--- src/rtl/sponge_squeeze_stream.sv ---
// Squeeze stage of the sponge datapath: emits rate bits packed into an MSB-aligned
// digest or as a valid/ready block stream, calling the external permutation between blocks.
module sponge_squeeze_stream #(
  parameter int CWIDTH      = 320,
  parameter int RWIDTH      = 32,
  parameter int OUT_WIDTH   = 320,
  parameter int LEN_WIDTH   = 20,
  parameter int ROUND_COUNT = 10
) (
  input  logic                         clk,
  input  logic                         reset,
  input  logic                         start,
  input  logic                         abort,
  input  logic                         stream_mode,
  input  logic                         big,
  input  logic [CWIDTH-1:0]            c_in,
  input  logic [RWIDTH-1:0]            r_in,
  input  logic [LEN_WIDTH-1:0]         out_len,
  input  logic [ROUND_COUNT-1:0]       rounds,
  output logic                         p_start,
  output logic [CWIDTH-1:0]            p_c,
  output logic [RWIDTH-1:0]            p_r,
  output logic [ROUND_COUNT-1:0]       p_rounds,
  input  logic                         p_done,
  input  logic [CWIDTH-1:0]            p_c_res,
  input  logic [RWIDTH-1:0]            p_r_res,
  output logic [OUT_WIDTH-1:0]         digest,
  output logic [RWIDTH-1:0]            blk_data,
  output logic                         blk_valid,
  output logic                         blk_last,
  output logic [$clog2(RWIDTH+1)-1:0]  blk_bits,
  input  logic                         blk_ready,
  output logic                         busy,
  output logic                         done,
  output logic                         len_err
);

  localparam int KW   = $clog2(RWIDTH + 1);
  localparam int CNTW = $clog2(OUT_WIDTH + 1);
  localparam logic [LEN_WIDTH-1:0] RW_LEN  = LEN_WIDTH'(RWIDTH);
  localparam logic [LEN_WIDTH-1:0] OUT_LEN = LEN_WIDTH'(OUT_WIDTH);

  typedef enum logic [2:0] {
    S_IDLE, S_EMIT, S_PERM_REQ, S_PERM_WAIT, S_DONE
  } state_t;

  state_t                 state_q, state_d;
  logic [CWIDTH-1:0]      c_q, c_d;
  logic [RWIDTH-1:0]      r_q, r_d;
  logic                   stream_q, stream_d;
  logic                   big_q, big_d;
  logic [LEN_WIDTH-1:0]   rem_q, rem_d;
  logic [CNTW-1:0]        cons_q, cons_d;
  logic [OUT_WIDTH-1:0]   digest_q, digest_d;
  logic                   len_err_q, len_err_d;

  logic [KW-1:0]          k;
  logic [RWIDTH-1:0]      emit_blk;
  logic [OUT_WIDTH-1:0]   emit_pos;
  logic                   last_blk;

  // Current block: top k rate bits (or r[0] alone in single-bit mode), MSB-aligned.
  always_comb begin
    k = (rem_q >= RW_LEN) ? KW'(RWIDTH) : KW'(rem_q);
    if (big_q) begin
      emit_blk = r_q & ~({RWIDTH{1'b1}} >> k);
    end else begin
      emit_blk = '0;
      emit_blk[RWIDTH-1] = r_q[0];
    end
    emit_pos = OUT_WIDTH'(emit_blk) << (OUT_WIDTH - RWIDTH);
    emit_pos = emit_pos >> cons_q;
    last_blk = (rem_q == LEN_WIDTH'(k));
  end

  always_comb begin
    state_d   = state_q;
    c_d       = c_q;
    r_d       = r_q;
    stream_d  = stream_q;
    big_d     = big_q;
    rem_d     = rem_q;
    cons_d    = cons_q;
    digest_d  = digest_q;
    len_err_d = len_err_q;
    case (state_q)
      S_IDLE: begin
        if (start) begin
          c_d       = c_in;
          r_d       = r_in;
          stream_d  = stream_mode;
          big_d     = big;
          digest_d  = '0;
          cons_d    = '0;
          len_err_d = 1'b0;
          rem_d     = big ? out_len : LEN_WIDTH'(1);
          if (!stream_mode && big && (out_len > OUT_LEN)) begin
            rem_d     = OUT_LEN;
            len_err_d = 1'b1;
          end
          state_d = (rem_d == '0) ? S_DONE : S_EMIT;
        end
      end
      S_EMIT: begin
        if (!stream_q || blk_ready) begin
          rem_d  = rem_q - LEN_WIDTH'(k);
          cons_d = cons_q + CNTW'(k);
          if (!stream_q) digest_d = digest_q | emit_pos;
          state_d = last_blk ? S_DONE : S_PERM_REQ;
        end
      end
      S_PERM_REQ: state_d = S_PERM_WAIT;
      S_PERM_WAIT: begin
        if (p_done) begin
          r_d     = p_r_res;
          c_d     = p_c_res;
          state_d = S_EMIT;
        end
      end
      S_DONE:  state_d = S_IDLE;
      default: state_d = S_IDLE;
    endcase
    // Abort wins over any transfer or permutation result landing in the same cycle.
    if (abort && (state_q != S_IDLE)) begin
      state_d  = S_IDLE;
      c_d      = c_q;
      r_d      = r_q;
      rem_d    = rem_q;
      cons_d   = cons_q;
      digest_d = digest_q;
    end
  end

  always_ff @(posedge clk or negedge reset) begin
    if (!reset) begin
      state_q   <= S_IDLE;
      c_q       <= '0;
      r_q       <= '0;
      stream_q  <= 1'b0;
      big_q     <= 1'b0;
      rem_q     <= '0;
      cons_q    <= '0;
      digest_q  <= '0;
      len_err_q <= 1'b0;
    end else begin
      state_q   <= state_d;
      c_q       <= c_d;
      r_q       <= r_d;
      stream_q  <= stream_d;
      big_q     <= big_d;
      rem_q     <= rem_d;
      cons_q    <= cons_d;
      digest_q  <= digest_d;
      len_err_q <= len_err_d;
    end
  end

  assign busy      = (state_q != S_IDLE);
  assign done      = (state_q == S_DONE);
  assign p_start   = (state_q == S_PERM_REQ);
  assign p_c       = c_q;
  assign p_r       = r_q;
  assign p_rounds  = rounds;
  assign digest    = digest_q;
  assign len_err   = len_err_q;
  assign blk_valid = (state_q == S_EMIT) && stream_q;
  assign blk_data  = blk_valid ? emit_blk : '0;
  assign blk_bits  = blk_valid ? k : '0;
  assign blk_last  = blk_valid && last_blk;

endmodule

--- config.mk ---
export PLATFORM = sky130hd
export DESIGN_NAME = sponge_squeeze_stream
export DESIGN_NICKNAME = d
export VERILOG_FILES = /design/src/rtl/sponge_squeeze_stream.sv
export SDC_FILE = /design/constraint.sdc
export NUM_CORES = 2
export LEC_CHECK = 0
export ABC_AREA = 1
export ABC_CLOCK_PERIOD_IN_PS = 3400
export BUFFER_PORTS_ARGS = -buffer_cell sky130_fd_sc_hd__buf_4
export CORE_AREA = 2 2 566 568
export CTS_CLUSTER_SIZE = 28
export DETAILED_ROUTE_END_ITERATION = 8
export DIE_AREA = 0 0 568 570
export HOLD_SLACK_MARGIN = 0.12
export SETUP_SLACK_MARGIN = 0.2
export SLEW_MARGIN = 25
export SYNTH_ARGS = -nofsm -noshare
export SYNTH_HDL_FRONTEND = slang
export SYNTH_SLANG_ARGS = --single-unit
--- constraint.sdc ---
create_clock -name clk -period 3.4 [get_ports clk]
set_clock_uncertainty 0.2 [all_clocks]
set_input_delay 0.51 -clock clk [delete_from_list [all_inputs] [get_ports clk]]
set_output_delay 0.51 -clock clk [all_outputs]
set_load 0.01 [all_outputs]
==> flow_summary.json <==
{
  "status": "finished, violations left",
  "violations": "setup timing",
  "p_per_area_mw_per_mm2": 865.7,
  "netlist_instances": 4557,
  "wl_per_cell_um": 27.11,
  "drive_gt1_share_pct": 32.72,
  "synthesis.area_sq_mm": 0.03542,
  "cts.sinks": 707,
  "grt_pass1_vias": 43670,
  "gp_congestion": 0.9549,
  "dp_worst_setup_slack_ps": 18.60,
  "vias": 45790,
  "final_cell_area_sq_mm": 0.06553,
  "wirelength_um": 300000,
  "synth_ff_type": "dfrtp_1",
  "numCtsBuffers": 92,
  "stdcell_count": 11070,
  "worstSetupPathType": "reg -> out",
  "hpwlAfterDp_um": 247300,
  "maxSlewHeadroom_pct": 17.86,
  "initialDrtViolationCount": 4774,
  "port_buffers": 1447,
  "fmax_mhz": 282.6,
  "synth_warnings": 0,
  "vias_per_cell": 4.137,
  "path_clk_slew_ps": 60,
  "hold_viol_final": 0,
  "peakVddDrop_uv": 590.8,
  "clock_latency_ps": 830,
  "max_slew.worst_pin.slew_ps": 1232,
  "num_io_pins": 1468,
  "drv_cap": 0,
  "worstPathArrival_ps": 2830,
  "fin_crit_sh_pct": 104.1,
  "fin_hold_ws_ps": 278.6,
  "drv_slew": 0,
  "crit_path_max_fanout": 7,
  "min_period_ps": 3539,
  "crit_path_start_kind": "flop",
  "syn-num-nets": 5307,
  "grt_start_max_net_pins": 151,
  "place_area_sq_mm": 0.05279,
  "nets": 7523,
  "rsz0062_at_grt": "true",
  "cts_tree": "yes",
  "coreArea_sq_mm": 0.3173,
  "fillers": 35220,
  "synthArstFlopShare_pct": 100.0,
  "die_x_um": 568,
  "worst_hold_path_type": "in -> reg",
  "dieArea_sq_mm": 0.3238,
  "ant_nets": 0,
  "die_h_um": 570,
  "track_usage_pct": 17.65,
  "grt_pass1_wl_um": 392100,
  "ys_seq_elements": 707,
  "drtPass1Iterations": 6,
  "totalPowerFinal_w": 0.05673,
  "required_ps": 2690,
  "syn_area_per_cell_sq_um": 7.773,
  "overflow": 0,
  "drc": 0,
  "dpl.cell_count": 10080,
  "synth.distinct_cells": 50,
  "setup_viol": 7,
  "rows": 207,
  "antenna_found_initial": 169,
  "setup_ws_ps": -138.8,
  "p_leak_nw": 28.79,
  "yosysSeqAreaShare_pct": 49.95,
  "start_util_pct": 11.16,
  "htree_levels": 3,
  "area_delta_synth_final_pct": 84.99,
  "cts_root_buffer": "clkbuf_16",
  "cp-end-kind": "output pin",
  "cts_buffer_depth": 4,
  "synth_edf_count": 0
}
power by group:
part	switching [W]	internal, W	leakage [nW]	total [W]
Clock	0.00431	0.00593	1.49	0.0102
Sequential	0.00260	0.0116	8.76	0.0142
Combinational	0.0192	0.0131	18.5	0.0323
Total	0.0261	0.0306	28.8	0.0567
repair_timing:
item | CTS | global route
setup endpoints to repair | 188 | 513
hold buffers | 737 | 0
setup buffers | 19 | 20
gates cloned | 1 | 0
resized for setup | 192 | 255
endpoints found under the hold margin | 891 | 0
pin swaps | 27 | 64
critical path: stages (launching register included):
cell and delay [ps]:
dfrtp_1 410, nor2_2 150, nand2_2 100, nor2_8 140, buf_6 170, buf_4 140
nand3_2 100, nor4_4 310, buf_4 190, nand2_4 60, nor2_4 90, buf_6 110
buf_6 100
state kept, by name (all words and copies together), names as in the netlist:
| name | count |
|---|---|
| stream_q | 1 |
| p_r | 32 |
| p_c | 320 |
| state_q | 3 |
| big_q | 1 |
| cons_q | 9 |
| len_err | 1 |
| rem_q | 20 |
| digest | 320 |
Yosys cell counts, types with 14 or more instances:
cell / count / area share [%]
o21ai_0: 25 / 0.35
nand2_1: 1081 / 11
buf_1: 53 / 0.56
o211ai_1: 14 / 0.30
buf_2: 43 / 0.61
clkbuf_1: 245 / 2.6
inv_1: 330 / 3.5
nor2_1: 498 / 5.3
nor3_1: 22 / 0.31
o21ai_1: 38 / 0.54
buf_4: 19 / 0.40
nand4_1: 247 / 4.4
a21oi_1: 310 / 4.4
a31oi_1: 400 / 7.1
nand3_1: 406 / 5.7
dfrtp_1: 707 / 50
layout make-up:
type                       instances  area (sq um)  area share (%)
clock buffer                     125          2577           3.933
sequential                       707         17700           27.01
clock inverter                    36         464.2          0.7084
timing repair buffer            2482         21490           32.79
antenna                           46         115.1          0.1757
multi-input combinational       3148         16640           25.40
inverter                         342          1311           2.001
tap                             4180          5230           7.981
layout by cell type (no fill, tap or decap), types with 46 or more instances in the layout:
cell / instances
buf_12: 64
clkbuf_16: 93
buf_6: 48
inv_1: 325
dlygate4sd3_1: 736
nand3_2: 112
dfrtp_1: 704
nor2_1: 452
nand2_1: 992
a21oi_1: 303
nand3_1: 271
diode_2: 46
a31oi_1: 400
nand4_1: 247
nand2_2: 69
buf_4: 1630
cell families after synthesis:
kind of cell    count (synthesis)  share of synthesized area, %
xor+xnor                        8                        0.1978
simple gates                 2306                         28.26
buf+inv                       703                         7.824
fa+ha+maj                       8                        0.3038
other cells                     1                       0.01059
flops                         707                         49.95
compound gates                824                         13.46
stage by stage:
| stage | TNS, ps | utilization [%] |
|---|---|---|
| after floorplan | 0 | - |
| after global placement | -0.4043 | 16.64 |
| after detailed placement | 0 | 16.64 |
| after CTS | -4222 | 20.21 |
| after global routing | -5879 | 20.64 |
| final | -351.9 | 20.65 |
path summary, 6_finish.rpt:
| path | slack (ps) | startpoint | endpoint | depth (start not counted) |
|---|---|---|---|---|
| worst max-delay path | -140 | rem_q[8] | blk_last | 12 |
| worst min-delay path | 280 | start | state_q[2] | 5 |
| worst max register to register | 90 | rem_q[5] | digest[210] | 19 |
| worst min register to register | 290 | cons_q[7] | cons_q[8] | 1 |
| max in group asynchronous | 1880 | reset | digest[112] | 4 |
| min in group asynchronous | 370 | reset | digest[257] | 3 |
layer usage:
| layer | GRT usage (%) | wire [um] |
|---|---|---|
| met5 | 0 | 966 |
| met1 | 19.89 | 109400 |
| met4 | 9.051 | 18800 |
| met3 | 5.852 | 29130 |
| met2 | 29.58 | 141700 |
No activity file was read; power rests on OpenSTA's default activity.
